[src/rtl/alu_share_ctrl_if.sv]
// Request/response bundle between requesters and the shared-ALU controller.
// master = requester side, slave = controller side.
interface alu_share_ctrl_if #(
  parameter int NUM_REQ = 4,
  parameter int DATA_W  = 32,
  parameter int SEL_W   = 4,
  parameter int ID_W    = 2
);
  logic [NUM_REQ-1:0]        req_valid;
  logic [NUM_REQ-1:0]        req_ready;
  logic [NUM_REQ*DATA_W-1:0] req_a;
  logic [NUM_REQ*DATA_W-1:0] req_b;
  logic [NUM_REQ*SEL_W-1:0]  req_sel;
  logic                      rsp_valid;
  logic                      rsp_ready;
  logic [ID_W-1:0]           rsp_id;
  logic [DATA_W-1:0]         rsp_result;
  logic                      rsp_zero;
  logic                      rsp_err;

  modport master (
    output req_valid, req_a, req_b, req_sel, rsp_ready,
    input  req_ready, rsp_valid, rsp_id, rsp_result,
    input  rsp_zero, rsp_err
  );

  modport slave (
    input  req_valid, req_a, req_b, req_sel, rsp_ready,
    output req_ready, rsp_valid, rsp_id, rsp_result,
    output rsp_zero, rsp_err
  );
endinterface

[src/rtl/alu_share_ctrl.sv]
// Round-robin sharing of one combinational ALU, one op in flight.
// Optional ALU_OPCODE_CHECK_EN: illegal selects answered with rsp_err.
module alu_share_ctrl #(
  parameter int NUM_REQ = 4,
  parameter int DATA_W  = 32,
  parameter int SEL_W   = 4,
  parameter int ID_W    = 2
) (
  input  logic              clk,
  input  logic              rst,
  alu_share_ctrl_if.slave   bus,
  output logic [DATA_W-1:0] alu_a,
  output logic [DATA_W-1:0] alu_b,
  output logic [SEL_W-1:0]  alu_sel,
  input  logic [DATA_W-1:0] alu_result,
  input  logic              alu_zero,
  output logic              busy
);

  typedef enum logic [1:0] {
    IDLE,
    EXEC,
    RESP
  } state_t;

  state_t            state;
  state_t            state_nxt;
  logic [ID_W-1:0]   last_grant;
  logic [ID_W-1:0]   grant;
  logic              any_req;
  logic              accept;
  logic              illegal;
  logic              no_result;
  logic [DATA_W-1:0] grant_a;
  logic [DATA_W-1:0] grant_b;
  logic [SEL_W-1:0]  grant_sel;
  logic [ID_W-1:0]   rsp_id_q;
  logic [DATA_W-1:0] rsp_result_q;
  logic              rsp_zero_q;

  assign accept = (state == IDLE) && any_req;
  assign busy   = (state != IDLE);

  assign bus.rsp_valid  = (state == RESP);
  assign bus.rsp_id     = rsp_id_q;
  assign bus.rsp_result = rsp_result_q;
  assign bus.rsp_zero   = rsp_zero_q;

  // beq and jump leave the ALU result undriven
  assign no_result = (alu_sel == SEL_W'(4'b1011)) ||
                     (alu_sel == SEL_W'(4'b1111));

  // round-robin pick: first valid after last_grant, wrapping
  always_comb begin
    int idx;
    idx     = 0;
    grant   = '0;
    any_req = 1'b0;
    for (int k = 1; k <= NUM_REQ; k++) begin
      idx = int'(last_grant) + k;
      if (idx >= NUM_REQ)
        idx = idx - NUM_REQ;
      if (!any_req && bus.req_valid[idx[ID_W-1:0]]) begin
        any_req = 1'b1;
        grant   = idx[ID_W-1:0];
      end
    end
  end

  // select the granted requester's fields and one-hot ready
  always_comb begin
    grant_a       = '0;
    grant_b       = '0;
    grant_sel     = '0;
    bus.req_ready = '0;
    for (int i = 0; i < NUM_REQ; i++) begin
      if (grant == ID_W'(i)) begin
        grant_a   = bus.req_a[i*DATA_W +: DATA_W];
        grant_b   = bus.req_b[i*DATA_W +: DATA_W];
        grant_sel = bus.req_sel[i*SEL_W +: SEL_W];
        bus.req_ready[i] = accept;
      end
    end
  end

`ifdef ALU_OPCODE_CHECK_EN
  function automatic logic sel_legal(input logic [SEL_W-1:0] s);
    logic ok;
    ok = 1'b0;
    case (s)
      SEL_W'(4'b0001), SEL_W'(4'b0011),
      SEL_W'(4'b0100), SEL_W'(4'b1000),
      SEL_W'(4'b1100), SEL_W'(4'b1011),
      SEL_W'(4'b1111): ok = 1'b1;
      default:         ok = 1'b0;
    endcase
    return ok;
  endfunction

  logic err_q;

  assign illegal     = !sel_legal(grant_sel);
  assign bus.rsp_err = err_q;

  // error flag captured at accept, held through RESP
  always_ff @(posedge clk) begin
    if (rst)
      err_q <= 1'b0;
    else if (accept)
      err_q <= illegal;
  end
`else
  assign illegal     = 1'b0;
  assign bus.rsp_err = 1'b0;
`endif

  // next state: illegal ops skip EXEC
  always_comb begin
    state_nxt = state;
    unique case (state)
      IDLE: begin
        if (any_req)
          state_nxt = illegal ? RESP : EXEC;
      end
      EXEC: state_nxt = RESP;
      RESP: begin
        if (bus.rsp_ready)
          state_nxt = IDLE;
      end
      default: state_nxt = IDLE;
    endcase
  end

  // state, grant pointer, operand and response registers
  always_ff @(posedge clk) begin
    if (rst) begin
      state        <= IDLE;
      last_grant   <= ID_W'(NUM_REQ - 1);
      rsp_id_q     <= '0;
      rsp_result_q <= '0;
      rsp_zero_q   <= 1'b0;
      alu_a        <= '0;
      alu_b        <= '0;
      alu_sel      <= '0;
    end else begin
      state <= state_nxt;
      if (accept) begin
        rsp_id_q   <= grant;
        last_grant <= grant;
        if (illegal) begin
          rsp_result_q <= '0;
          rsp_zero_q   <= 1'b0;
        end else begin
          alu_a   <= grant_a;
          alu_b   <= grant_b;
          alu_sel <= grant_sel;
        end
      end
      if (state == EXEC) begin
        rsp_result_q <= no_result ? '0 : alu_result;
        rsp_zero_q   <= alu_zero;
      end
    end
  end

endmodule
[src/flat_wrapper.sv]
// flat-port wrapper written by rule: the top's interface ports become plain ports
module alu_share_ctrl_flat 
#(
  parameter int NUM_REQ = 4,
  parameter int DATA_W  = 32,
  parameter int SEL_W   = 4,
  parameter int ID_W    = 2
)
  (clk, rst, alu_a, alu_b, alu_sel, alu_result, alu_zero, busy, bus_req_valid, bus_req_a, bus_req_b, bus_req_sel, bus_rsp_ready, bus_req_ready, bus_rsp_valid, bus_rsp_id, bus_rsp_result, bus_rsp_zero, bus_rsp_err);
  alu_share_ctrl_if #(.NUM_REQ(NUM_REQ), .DATA_W(DATA_W), .SEL_W(SEL_W), .ID_W(ID_W)) bus_i ();
  input  logic clk;
  input  logic rst;
  output logic [DATA_W-1:0] alu_a;
  output logic [DATA_W-1:0] alu_b;
  output logic [SEL_W-1:0] alu_sel;
  input  logic [DATA_W-1:0] alu_result;
  input  logic alu_zero;
  output logic busy;
  input wire logic [$bits(bus_i.req_valid)-1:0] bus_req_valid;
  input wire logic [$bits(bus_i.req_a)-1:0] bus_req_a;
  input wire logic [$bits(bus_i.req_b)-1:0] bus_req_b;
  input wire logic [$bits(bus_i.req_sel)-1:0] bus_req_sel;
  input wire logic [$bits(bus_i.rsp_ready)-1:0] bus_rsp_ready;
  output wire logic [$bits(bus_i.req_ready)-1:0] bus_req_ready;
  output wire logic [$bits(bus_i.rsp_valid)-1:0] bus_rsp_valid;
  output wire logic [$bits(bus_i.rsp_id)-1:0] bus_rsp_id;
  output wire logic [$bits(bus_i.rsp_result)-1:0] bus_rsp_result;
  output wire logic [$bits(bus_i.rsp_zero)-1:0] bus_rsp_zero;
  output wire logic [$bits(bus_i.rsp_err)-1:0] bus_rsp_err;
  assign bus_i.req_valid = bus_req_valid;
  assign bus_i.req_a = bus_req_a;
  assign bus_i.req_b = bus_req_b;
  assign bus_i.req_sel = bus_req_sel;
  assign bus_i.rsp_ready = bus_rsp_ready;
  assign bus_req_ready = bus_i.req_ready;
  assign bus_rsp_valid = bus_i.rsp_valid;
  assign bus_rsp_id = bus_i.rsp_id;
  assign bus_rsp_result = bus_i.rsp_result;
  assign bus_rsp_zero = bus_i.rsp_zero;
  assign bus_rsp_err = bus_i.rsp_err;
  alu_share_ctrl #(.NUM_REQ(NUM_REQ), .DATA_W(DATA_W), .SEL_W(SEL_W), .ID_W(ID_W)) u_core (.clk(clk), .rst(rst), .bus(bus_i), .alu_a(alu_a), .alu_b(alu_b), .alu_sel(alu_sel), .alu_result(alu_result), .alu_zero(alu_zero), .busy(busy));
endmodule
[config.mk]
export PLATFORM = sky130hd
export DESIGN_NAME = alu_share_ctrl_flat
export DESIGN_NICKNAME = d
export VERILOG_FILES = /design/src/rtl/alu_share_ctrl_if.sv /design/src/rtl/alu_share_ctrl.sv /design/src/flat_wrapper.sv
export SDC_FILE = /design/constraint.sdc
export NUM_CORES = 1
export LEC_CHECK = 0
export CAP_MARGIN = 40
export CORE_AREA = 2 2 163 165
export DETAILED_ROUTE_END_ITERATION = 7
export DIE_AREA = 0 0 165 167
export SLEW_MARGIN = 0
export SYNTH_ARGS = -nofsm -noshare
export SYNTH_HDL_FRONTEND = slang
export SYNTH_SLANG_ARGS = --single-unit
[constraint.sdc]
create_clock -name clk -period 1.55 [get_ports clk]
set_input_delay 0.31 -clock clk [delete_from_list [all_inputs] [get_ports clk]]
set_output_delay 0.31 -clock clk [all_outputs]
set_load 0.03 [all_outputs]
* After elaboration in Yosys (flattened, before gate mapping)
Index checks and enable logic that the tools add are counted.
Operators by class: bitwise operators 0, multiplexer cells 40, eq/ne operators 9, multipliers 0, shifts and indexed selects 0, $lt $le $gt $ge 8, reduce and logical (&&, ||, !) cells 12, add/subtract/negate cells 8, div/mod/pow operators 0
Operator list (count):
- two-way mux 32 bit | 9
- two-way mux 2 bit | 10
- two-way mux 4 bit | 4
- less-than comparator 2 x 3 -> 1 bit, second input constant | 4
- two-way mux 1 bit | 12
- >= comparator 3 bit, second input constant | 3
- binary-select mux 1 bit (select 2 bit) | 4
- == test 4 bit, second input constant | 2
- subtractor 2 x 1 -> 2 bit, second input constant | 4
- adder 2 x 2 -> 3 bit, second input constant | 2
- == test 2 bit, second input constant | 3
- one-hot mux 2 bit (3 select lines) | 1
- adder 2 x 3 -> 4 bit, second input constant | 1
- == test 2 x 1 -> 1 bit, second input constant | 2
- >= comparator 4 x 3 -> 1 bit, second input constant | 1
- logical AND 1 bit | 4
- logical NOT 2 bit | 2
- adder 2 x 1 -> 3 bit, second input constant | 1
- logical NOT 1 bit | 3
- inequality test 2 x 1 -> 1 bit, second input constant | 1
- inequality test 2 bit, second input constant | 1
- AND reduction 2 bit | 1
- nonzero test 2 bit | 1
- logical OR 1 bit | 1
Word-level totals: logic and storage cells 85, bits in read-only memories 0, register bits after elaboration 107, memories 0, RAM bits 0, latch bits 0

* Logic depth before layout (Yosys ltp)
word-level depth 20, gate-level depth with buffers 8, depth with buffers taken out 5

* Worst setup path after synthesis
OpenSTA, ideal clock, no wires.
kind in2out, start point input port bus_req_valid[3], end point output port bus_req_ready[1], cell stages on the path 6, buffers on the path 3, arrival time 1900 ps, path slack -660 ps, required time 1240 ps, path through nor2b_1 o31a_1 buf_4 buf_6 buf_4 nor3b_1
Between the ends: cells in the longest elaborated chain, start to end 14, elaborated cells on any way between the ends 25
Ends and longest elaborated chain:
- from (decl) | line flat_wrapper.sv:19 | input wire logic [$bits(bus_i.req_valid)-1:0] bus_req_valid;
- binary-select mux 1 bit (select 2 bit) | line alu_share_ctrl.sv:63 | if (!any_req && bus.req_valid[idx[ID_W-1:0]]) begin
- two-way mux 1 bit (not written as such) | line alu_share_ctrl.sv:63
- two-way mux 1 bit | line alu_share_ctrl.sv:63
- logical NOT 1 bit | line alu_share_ctrl.sv:63
- logical AND 1 bit | line alu_share_ctrl.sv:63
- two-way mux 1 bit | line alu_share_ctrl.sv:63
- logical NOT 1 bit | line alu_share_ctrl.sv:63
- logical AND 1 bit | line alu_share_ctrl.sv:63
- two-way mux 1 bit | line alu_share_ctrl.sv:63
- logical NOT 1 bit | line alu_share_ctrl.sv:63
- logical AND 1 bit | line alu_share_ctrl.sv:63
- two-way mux 2 bit or two-way mux 1 bit (tied branches) | line alu_share_ctrl.sv:63
- == test 2 x 1 -> 1 bit or logical AND 1 bit (tied branches) | line alu_share_ctrl.sv:77, alu_share_ctrl.sv:41
- two-way mux 1 bit (*) | line alu_share_ctrl.sv:77 | if (grant == ID_W'(i)) begin
- to (decl) | line flat_wrapper.sv:24 | output wire logic [$bits(bus_i.req_ready)-1:0] bus_req_ready;
Every way passes the cells marked *; elsewhere a longest branch is shown, timed or not. The select of a mux whose other input is x is not followed.

* Final worst setup path
start point register u_core.last_grant[0], end point output port bus_req_ready[1]
Between the ends: cells in the longest elaborated chain, start to end 17, elaborated cells on any way between the ends 41
Ends and longest elaborated chain:
- from (decl) | line alu_share_ctrl.sv:28 | logic [ID_W-1:0] last_grant;
- from (signal assigned) | line alu_share_ctrl.sv:138 | last_grant <= ID_W'(NUM_REQ - 1);
- from (signal assigned) | line alu_share_ctrl.sv:149 | last_grant <= grant;
- adder 2 x 1 -> 3 bit | line alu_share_ctrl.sv:60 | idx = int'(last_grant) + k;
- >= comparator 3 bit or subtractor 2 x 1 -> 2 bit (tied branches) | line alu_share_ctrl.sv:61, alu_share_ctrl.sv:62
- two-way mux 2 bit | line alu_share_ctrl.sv:61 | if (idx >= NUM_REQ)
- binary-select mux 1 bit (select 2 bit) | line alu_share_ctrl.sv:63
- two-way mux 1 bit (not written as such) | line alu_share_ctrl.sv:63
- two-way mux 1 bit | line alu_share_ctrl.sv:63
- logical NOT 1 bit | line alu_share_ctrl.sv:63
- logical AND 1 bit | line alu_share_ctrl.sv:63
- two-way mux 1 bit | line alu_share_ctrl.sv:63
- logical NOT 1 bit | line alu_share_ctrl.sv:63
- logical AND 1 bit | line alu_share_ctrl.sv:63
- two-way mux 1 bit | line alu_share_ctrl.sv:63
- logical NOT 1 bit | line alu_share_ctrl.sv:63
- logical AND 1 bit | line alu_share_ctrl.sv:63
- two-way mux 2 bit or two-way mux 1 bit (tied branches) | line alu_share_ctrl.sv:63
- == test 2 x 1 -> 1 bit or logical AND 1 bit (tied branches) | line alu_share_ctrl.sv:77, alu_share_ctrl.sv:41
- two-way mux 1 bit (*) | line alu_share_ctrl.sv:77
Marked as above.

==> metrics <==
outcome=finished with violations; failing checks=setup timing; area delta synth->final=130%; crit-path max FO=5; Max IR drop VDD=just over 0.5 mV; share of cells above drive strength 1=0.257; vias per inst=approximately 4.5; Vias=roughly 6100; power share of the clock group=0.202; CP cell instances=nor2b_4, buf_6, o21ai_4, o311ai_4, buf_12, nor3b_4, buf_6; Avg Cell Area, Syn=~10 um^2; crit end category=output pin; CTS H-tree lvls=3; Reg-to-Reg Start=u_core.last_grant[0]; Initial Util=0.207; Synth area leaders=dfxtp_1 40%, mux2i_1 26%, o221ai_1 11%, nand2_1 5.0%, a22oi_1 4.5%; fin crit period=approximately 1.9 ns; post-synthesis sequential area ratio=0.402; DR WL/cell=roughly 19 um; internal power=roughly 0.0074 W; initial antenna violation count=1; Max-cap violations=0; most common cell after layout, fill and taps aside=clkdlybuf4s50_1; Pleak=4.92 nW; Post-synth ARST share=0; Ant. Diodes=0; Post-synth EDFFs=0; first-pass GRT wire length=between 30000 and 40000 um; Critical Path AT=between 1.5 and 2 ns; Final Hold Vio Count=0; Switching Fraction=0.362; Syn Inst Count=535; combinational power share=0.506; # DRC=0; final worst slack=-0.392 ns; remaining global-route overflow=0; Reg2Reg Depth=8; reg-to-reg endpoint=u_core.alu_a[12]; Final period util=1.25; Die X=~170 um; WHS=roughly 0.46 ns; post-DP HPWL=around 18000 um; Reg clk slew, reported paths=0.08 ns; 1st-pass router iterations=4; Synthesized Nets=about 850; largest net degree at the start of global routing=37; io pins=422; Die ar.=27600 um^2; Post-synth top flop=dfxtp_1; WHS Endpoint=u_core.alu_a[30]; Final setup viols=72; Top delay family on crit path=buffers and inverters; CP max-delay cell=dfxtp_4; RSZ-0062 raised after global routing=yes; post-synth top area cell=dfxtp_1; Worst Path Required=approximately 1.2 ns; CTS tree=built; total CTS buffers=9; Power Density=between 900 and 1000 nW/um^2; worst skew pair latency=about 0.35 ns; worst slack at placement=-0.707 ns; Detailed Route Iter0 Violations=251; fin. max-slew vios=0; P_sw=0.00419 W; Routed Wire Length=around 26000 um; WP buf/inv=3; Port Buffers=420; Fillers=2400; Root Buffer=clkbuf_16; Core ar.=25800 um^2; Clock Tree Buf Depth=2; Max Clk Rate=between 500 and 600 MHz; Synth Cell Area=approximately 5300 um^2; min-delay src=u_core.alu_a[30]; Netlist cell types=32; share of the synthesized area in the top cell type=0.402; Routed Antenna Nets=0; critical path class=reg -> out; worst clock skew=between 0.009 and 0.01 ns; FF-to-FF setup slack=-0.25 ns; Hold Path Cell Cnt=2; Worst setup SP type=flop; Crit path top cell by count=buf_6; clock sink total=107; FF+latch count, synth=approximately 110; Die Y=around 170 um; vias in the first global route=about 6500; row count=between 50 and 60; min-delay worst type=reg -> reg; Yosys Warn Count=0; Reg power frac=0.292; Nets=between 1000 and 1500; RD Place Congestion=a little over 0.8; Final Power=roughly 0.012 W; Worst path max stage delay=0.37 ns; gr usage total=0.179; commonest non-fill, non-tap cells in the layout=307 x clkdlybuf4s50_1, 106 x dlygate4sd2_1, 105 x dfxtp_1, 72 x mux2i_1, 70 x nand2_1
per-layer routing:
| layer | track usage | wire length (um) | vias to the layer above | part of all wire |
|---|---|---|---|---|
| li1 | - | - | 2963 | - |
| met1 | 0.195 | 9720 | 2868 | 0.38 |
| met2 | 0.327 | 13300 | 263 | 0.52 |
| met3 | 0.0575 | 2340 | 26 | 0.091 |
| met4 | 0.0518 | 405 | 2 | 0.016 |
| met5 | 0 | 13 | - | 0.00050 |
state kept, by name, summed over array words and instances, names as in the netlist:
name                   count
u_core.bus.rsp_result     32
u_core.state               2
u_core.bus.rsp_id          2
u_core.alu_b              32
u_core.alu_a              32
u_core.alu_sel             4
u_core.bus.rsp_zero        1
u_core.last_grant          2
kinds of logic after synthesis:
kind of cell	after synthesis	share of synthesized area
and+or+nand+nor	127	0.101
buffers and inverters	51	0.0603
other	1	0.000704
DFF	107	0.402
muxes	137	0.257
AOI/OAI and AO/OA	112	0.179
worst reg2reg max path, cell delays in order, from the launching register on:
cell	delay (ns)
dfxtp_4	0.38
nor2b_4	0.05
o31a_4	0.35
buf_6	0.14
buf_12	0.14
buf_12	0.16
buf_12	0.16
mux2i_4	0.18
o221ai_2	0.16
metrics by stage:
step,cell area [um^2],setup TNS (ns),instances,util
after CTS,11800,-18.23,1349,0.460
after global routing,12200,-20.28,1349,0.475
after detailed placement,10500,-46.22,1299,0.406
final,12200,-15.94,1349,0.475
after global placement,10500,-44.40,1299,0.406
after floorplan,5610,-2.38,535,-
power by group through the flow:
stage	registers [W]	clock network (W)	logic (W)
detailed placement	0.00345	0	0.00476
CTS	0.00338	0.00246	0.00557
global route	0.00343	0.00253	0.00615
floorplan	0.00419	0	0.00174
finish	0.00338	0.00234	0.00586
global placement	0.00344	0	0.00474
final cells by class:
type | instances | area (um^2) | area share
clock inverter | 7 | 61.3 | 0.00501
tap | 335 | 419 | 0.0342
inverter | 1 | 6.26 | 0.000511
sequential | 107 | 2150 | 0.175
clock buffer | 9 | 225 | 0.0184
timing repair buffer | 513 | 5500 | 0.449
multi-input combinational | 377 | 3880 | 0.317
synth_stat cells (2+ instances only):
cell type	count
nand2b_1	2
nor3_1	2
o21ai_2	2
mux2i_1	137
a21oi_1	4
buf_4	3
nand2_1	71
dfxtp_1	107
buf_6	15
nor2b_1	5
clkbuf_1	26
a22oi_1	32
nor2_1	40
o221ai_1	67
buf_2	5
repair_timing:
action	CTS	global route
hold buffers	0	0
endpoints found under the setup margin	175	73
resized for setup	244	81
gates cloned	16	0
buffers inserted	19	7
pin swaps	59	23
how the worst max path moves through the flow:
stage                                    start                to  depth (start not counted)
final                     u_core.last_grant[0]  bus_req_ready[1]                          7
after floorplan               bus_req_valid[3]  bus_req_ready[1]                          6
after CTS                 u_core.last_grant[0]  bus_req_ready[1]                          7
after global routing      u_core.last_grant[0]  bus_req_ready[1]                          7
after detailed placement      bus_req_valid[1]  u_core.alu_b[22]                          8
after global placement        bus_req_valid[1]  u_core.alu_b[22]                          8
Power figures use the tool's default switching activity.
